`src/rtl/sram_arb_pkg.sv`:
```
// sram_arb_pkg: shared state encoding, port indices and counter width for sram_arbiter
package sram_arb_pkg;
  typedef enum logic [1:0] {IDLE, ACCESS, DONE} state_t;
  localparam logic PORT_CPU = 1'b0;
  localparam logic PORT_VIDEO = 1'b1;
  localparam int WAIT_W = 3;
endpackage

```
`src/rtl/sram_arbiter.sv`:
```
// sram_arbiter: two-port round-robin arbiter and wait-state sequencer for an async 8-bit SRAM.
// Define SRAM_ARB_VIDEO_PRIORITY_EN to make port 1 (video) win every tie.
module sram_arbiter
  import sram_arb_pkg::*;
#(
  parameter int ADDR_W = 16,
  parameter int WAIT_CYCLES = 1
) (
  input  logic              clk,
  input  logic              reset_n,
  input  logic              req0,
  input  logic              req1,
  input  logic              we0,
  input  logic              we1,
  input  logic [ADDR_W-1:0] addr0,
  input  logic [ADDR_W-1:0] addr1,
  input  logic [7:0]        wdata0,
  input  logic [7:0]        wdata1,
  output logic              ack0,
  output logic              ack1,
  output logic [7:0]        rdata0,
  output logic [7:0]        rdata1,
  output logic [ADDR_W-1:0] sram_addr,
  input  logic [7:0]        sram_dq_i,
  output logic [7:0]        sram_dq_o,
  output logic              sram_dq_oe,
  output logic              sram_ce_n,
  output logic              sram_oe_n,
  output logic              sram_we_n
);
  state_t              r_state, w_next;
  logic                r_last, r_port, r_we;
  logic [ADDR_W-1:0]   r_addr;
  logic [7:0]          r_wdata, r_rdata0, r_rdata1;
  logic [WAIT_W-1:0]   r_cnt;
  logic                w_req, w_grant, w_access, w_last_cyc;
  assign w_req = req0 | req1;
`ifdef SRAM_ARB_VIDEO_PRIORITY_EN
  assign w_grant = req1 ? PORT_VIDEO : PORT_CPU;
`else
  assign w_grant = (req0 && req1) ? ~r_last : (req1 ? PORT_VIDEO : PORT_CPU);
`endif
  assign w_access = r_state == ACCESS;
  assign w_last_cyc = r_cnt == '0;
  always_comb begin
    w_next = IDLE;
    if (r_state == IDLE) w_next = w_req ? ACCESS : IDLE;
    else if (r_state == ACCESS) w_next = w_last_cyc ? DONE : ACCESS;
  end
  always_ff @(posedge clk) begin
    if (!reset_n) begin
      r_state  <= IDLE;
      r_last   <= PORT_VIDEO;
      r_port   <= PORT_CPU;
      r_we     <= 1'b0;
      r_addr   <= '0;
      r_wdata  <= '0;
      r_rdata0 <= '0;
      r_rdata1 <= '0;
      r_cnt    <= '0;
    end else begin
      r_state <= w_next;
      if (r_state == IDLE && w_req) begin
        r_port  <= w_grant;
        r_last  <= w_grant;
        r_we    <= w_grant ? we1 : we0;
        r_addr  <= w_grant ? addr1 : addr0;
        r_wdata <= w_grant ? wdata1 : wdata0;
        r_cnt   <= WAIT_W'(WAIT_CYCLES);
      end
      if (w_access) begin
        r_cnt <= r_cnt - 1'b1;
        if (w_last_cyc && !r_we && r_port == PORT_CPU) r_rdata0 <= sram_dq_i;
        if (w_last_cyc && !r_we && r_port == PORT_VIDEO) r_rdata1 <= sram_dq_i;
      end
    end
  end
  // The last write cycle releases we_n while data is still driven, giving hold time.
  assign sram_we_n  = ~(w_access && r_we && (!w_last_cyc || WAIT_CYCLES == 0));
  assign sram_ce_n  = ~w_access;
  assign sram_oe_n  = ~(w_access && !r_we);
  assign sram_dq_oe = w_access && r_we;
  assign sram_dq_o  = r_wdata;
  assign sram_addr  = r_addr;
  assign ack0       = r_state == DONE && r_port == PORT_CPU;
  assign ack1       = r_state == DONE && r_port == PORT_VIDEO;
  assign rdata0     = r_rdata0;
  assign rdata1     = r_rdata1;
endmodule

```
`config.mk`:
```
export PLATFORM = sky130hd
export DESIGN_NAME = sram_arbiter
export DESIGN_NICKNAME = d
export VERILOG_FILES = /design/src/rtl/sram_arb_pkg.sv /design/src/rtl/sram_arbiter.sv
export SDC_FILE = /design/constraint.sdc
export NUM_CORES = 1
export LEC_CHECK = 0
export CAP_MARGIN = 20
export CORE_ASPECT_RATIO = 0.7
export CORE_MARGIN = 4
export CORE_UTILIZATION = 37
export CTS_CLUSTER_SIZE = 28
export DETAILED_ROUTE_END_ITERATION = 10
export PLACE_DENSITY = 0.83
export SETUP_SLACK_MARGIN = 0.3
export SLEW_MARGIN = 5
export SYNTH_ARGS = -nofsm -noshare
export SYNTH_HDL_FRONTEND = slang
export SYNTH_SLANG_ARGS = --single-unit
export TNS_END_PERCENT = 30
```
`constraint.sdc`:
```
create_clock -name clk -period 1.1 [get_ports clk]
set_input_delay 0.22 -clock clk [delete_from_list [all_inputs] [get_ports clk]]
set_output_delay 0.22 -clock clk [all_outputs]
set_load 0.02 [all_outputs]
```
==> results of run 1 <==
power breakdown:
| group | switching, mW | total [mW] | leakage, nW | internal (mW) |
|---|---|---|---|---|
| combinational | 1.05 | 2.30 | 1.35 | 1.25 |
| clock | 0.595 | 1.05 | 0.0424 | 0.455 |
| sequential | 0.143 | 2.08 | 0.396 | 1.93 |
| total | 1.79 | 5.43 | 1.79 | 3.64 |
path summary, 6_finish.rpt:
check / startpoint / depth (start not counted) / slack [ps] / to
worst max-delay path: r_state[0]$_SDFF_PN0_ / 8 / -360 / sram_addr[14]$_SDFFE_PN0P_
worst min-delay path: rdata0[4]$_SDFFE_PN0P_ / 2 / 460 / rdata0[4]$_SDFFE_PN0P_
worst max register to register: r_state[0]$_SDFF_PN0_ / 8 / -360 / sram_addr[14]$_SDFFE_PN0P_
worst min register to register: rdata0[4]$_SDFFE_PN0P_ / 2 / 460 / rdata0[4]$_SDFFE_PN0P_
worst max-delay path, delay by kind of cell, from the launching register on:
family / cells / cell delay, ps
AO/OA/AOI/OAI: 2 / 270
buffers and inverters: 5 / 620
flip-flops: 1 / 340
AND/OR/NAND/NOR: 1 / 140
registers in the layout, indices dropped and copies added, names as in the netlist:
signal	count
r_cnt	3
r_last	1
r_port	1
r_state	2
r_we	1
rdata0	8
rdata1	8
sram_addr	16
sram_dq_o	8
synth_stat cells (2+ instances only):
cell type	instances	area, µm²
sky130_fd_sc_hd__nor3_1	2	10.0
sky130_fd_sc_hd__nand2_1	77	289
sky130_fd_sc_hd__clkbuf_1	3	11.3
sky130_fd_sc_hd__buf_6	8	90.1
sky130_fd_sc_hd__buf_4	4	30.0
sky130_fd_sc_hd__dfxtp_1	48	961
sky130_fd_sc_hd__a311oi_2	5	75.1
sky130_fd_sc_hd__nand3b_1	2	15.0
sky130_fd_sc_hd__a311oi_1	20	175
sky130_fd_sc_hd__nor2_1	3	11.3
sky130_fd_sc_hd__inv_1	5	18.8
sky130_fd_sc_hd__a21oi_1	27	135
sky130_fd_sc_hd__ha_1	2	25.0
sky130_fd_sc_hd__buf_2	5	25.0
sky130_fd_sc_hd__mux2i_1	16	160
sky130_fd_sc_hd__nand2b_1	2	12.5
kinds of logic after synthesis:
| logic type | count (synthesis) | share of synthesized area |
|---|---|---|
| and+or+nand+nor | 96 | 0.196 |
| buffers and inverters | 26 | 0.0804 |
| adders and majority gates | 2 | 0.0112 |
| muxes | 16 | 0.0719 |
| AOI/OAI and AO/OA | 60 | 0.205 |
| DFF | 48 | 0.432 |
| xor gates and xnor gates | 1 | 0.00394 |
layout make-up:
| class | instances | area (µm²) |
|---|---|---|
| clock buffer | 7 | 76.3 |
| clock inverter | 1 | 8.76 |
| fill | 439 | 1740 |
| inverter | 5 | 18.8 |
| multi-input combinational | 176 | 1280 |
| sequential | 48 | 966 |
| tap | 75 | 93.8 |
| timing repair buffer | 161 | 1600 |
layer usage:
metal  GRT usage  up-vias  routed length [µm]
met4      0.0478        0                  89
met3      0.0688       15                 723
met2       0.335       87                3560
met1       0.255     1096                3090
li1            -     1172                   -
met5           0        -                   0
stage by stage:
step / utilization / cells
after floorplan: - / 249
after global placement: 0.616 / 444
after detailed placement: 0.616 / 444
after CTS: 0.677 / 470
after global routing: 0.699 / 473
final: 0.699 / 473
repair_timing:
item,in CTS,in global routing
gates resized for setup,272,24
endpoints found under the setup margin,94,94
pin swaps,25,9
hold buffers,0,0
buffers inserted,14,3
gates cloned,4,0
==> results summary, run 1 <==
The growth of design area from synthesis to finish is 81.6%. The leakage power came out at between 1.5 and 2 nW. The finished layout cell area is 4040 µm².

The clock sink total is between 40 and 50. Summing every instance area after synthesis gives 2230 µm². Measured along the x axis, the die boundary spans around 100 µm. The half-perimeter wire length after placement is 5000 µm.

The time the final worst path needs with I/O delays and setup came out at 1460 ps. The number of storage elements in the synthesis netlist came out at 48. The run finished, with violations left.

In this design, the stage delay of the slowest critical-path cell is 340 ps. The library cell used most frequently in the layout, excluding fill and tap cells, is sky130_fd_sc_hd__nand2_1. The number of top-level design ports is 108. The checks that failed: setup timing. The initial antenna violation count was 0. By instance count, the cell type seen most on the critical path is sky130_fd_sc_hd__buf_6.

The die is 72.9 µm tall. The number of CTS-inserted buffers came out at 5. The dominant register cell in the synthesized netlist is sky130_fd_sc_hd__dfxtp_1.

The root buffer cell chosen for the clock tree is sky130_fd_sc_hd__clkbuf_8. The actual slew at the worst max-slew pin came out at about 540 ps. The number of failing hold endpoints at the final stage came out at 0. In the final design database the tool counted about 460 nets. The total count of max-transition violations in the final report came out at 0. The floorplan has 23 rows. Power spread over the standard cell area amounts to ~1300 nW/µm². At the end of routability-driven placement, the weighted congestion stood at 0.761.

The Yosys step of the flow raised 0 warnings. The detailed-route wire length is 7470 µm. The buffer levels on the longest clock path came out at 2.

The post-synthesis area per instance came out at between 8 and 9 µm². The fraction of the yosys area taken by sequential cells is 0.432. The largest net degree at the start of global routing is 30. The die covers 7340 µm².

The portion of the clock cycle consumed by the worst path in the final layout came out at 1.32. Adding up every negative setup slack in the final design gives -14060 ps. The H-tree was split into 2 levels. 0 antenna diodes ended up in the layout. In this run the tightest slew margin relative to its limit is 0.638. The final number of setup-violating endpoints came out at 54. After detailed routing, the average wire length per cell comes to 15.8 µm. The highest ir drop seen on vdd is 0.000742 V. The source-to-sink clock delay at the later pin of the worst-skew pair came out at 300 ps. The post-route clock skew came out at 11.2 ps. The global-route wire length before repair is 11800 µm. After synthesis, the share of flip-flops with an asynchronous set or reset is 0.

Before CTS, the worst setup slack after placement is -977 ps. The overall power consumption came out at 5.43 mW. The worst hold path class is register to register. The worst setup path is launched from a register.

Synthesis instantiated 36 different standard cells from the library. The length of the first detailed-routing pass in iterations came out at 4. The post-synthesis net count is approximately 310. Walking the worst path, the cells encountered are buf_6 -> buf_6 -> buf_6 -> nor2_8 -> buf_12 -> buf_12 -> a21oi_2 -> a311oi_1. The post-detailed-route DRC marker count is 0. In the layout the commonest cells are sky130_fd_sc_hd__nand2_1 (76), sky130_fd_sc_hd__buf_4 (65), sky130_fd_sc_hd__clkdlybuf4s50_1 (60). The final antenna-violating net count is 0.

The worst setup path is captured at a register. Across all layers, the routed design uses 2370 vias. The count of buffers from port buffering is 107. The arrival time of data at the critical path endpoint came out at 1670 ps. The maximum clock rate is slightly below 700 MHz.

The overall fraction of global-route tracks in use came out at 0.202. TritonCTS built the clock tree. The worst setup path is of the register to register kind. The required time of the critical path came out at 1310 ps. The layout cell share with drive strength beyond 1 came out at 0.399. The synthesized instance count is 249. The number of global-route vias before repair is ~2400. The DRC violation total after the first TritonRoute iteration is 63. The via count normalized by instance count is 5.01. Of all nets on the critical path, the largest fanout is 7. The initial utilization of the core area, before any placement, comes to 0.385. The worst hold slack after final layout is between 400 and 500 ps. The number of flops mapped to enable cells by yosys came out at 0. The core outline area is 5780 µm². The post-CTS clock slew at the launch and capture registers of the worst setup and hold paths is approximately 90 ps. Across the run, the number of max-cap violations was 0. The instance area after placement came out at between 3000 and 4000 µm². Once routing completed, OpenROAD measured the worst setup slack at -356 ps. Setup repair after global routing could not meet its margin everywhere. The global-route congestion overflow total came out at 0. The cell with the biggest individual delay on the critical path is sky130_fd_sc_hd__dfxtp_2.
No activity file was read; power rests on OpenSTA's default activity.
==> run 2, diff against run 1 <==
--- a/config.mk
+++ b/config.mk
@@ -9,6 +9,7 @@
 export CORE_ASPECT_RATIO = 0.7
 export CORE_MARGIN = 4
 export CORE_UTILIZATION = 37
+export CTS_CLUSTER_DIAMETER = 120
 export CTS_CLUSTER_SIZE = 28
 export DETAILED_ROUTE_END_ITERATION = 10
 export PLACE_DENSITY = 0.83
==> results of run 2 <==
Same layout as run 1: the final DEF is identical, and so are final timing and power.
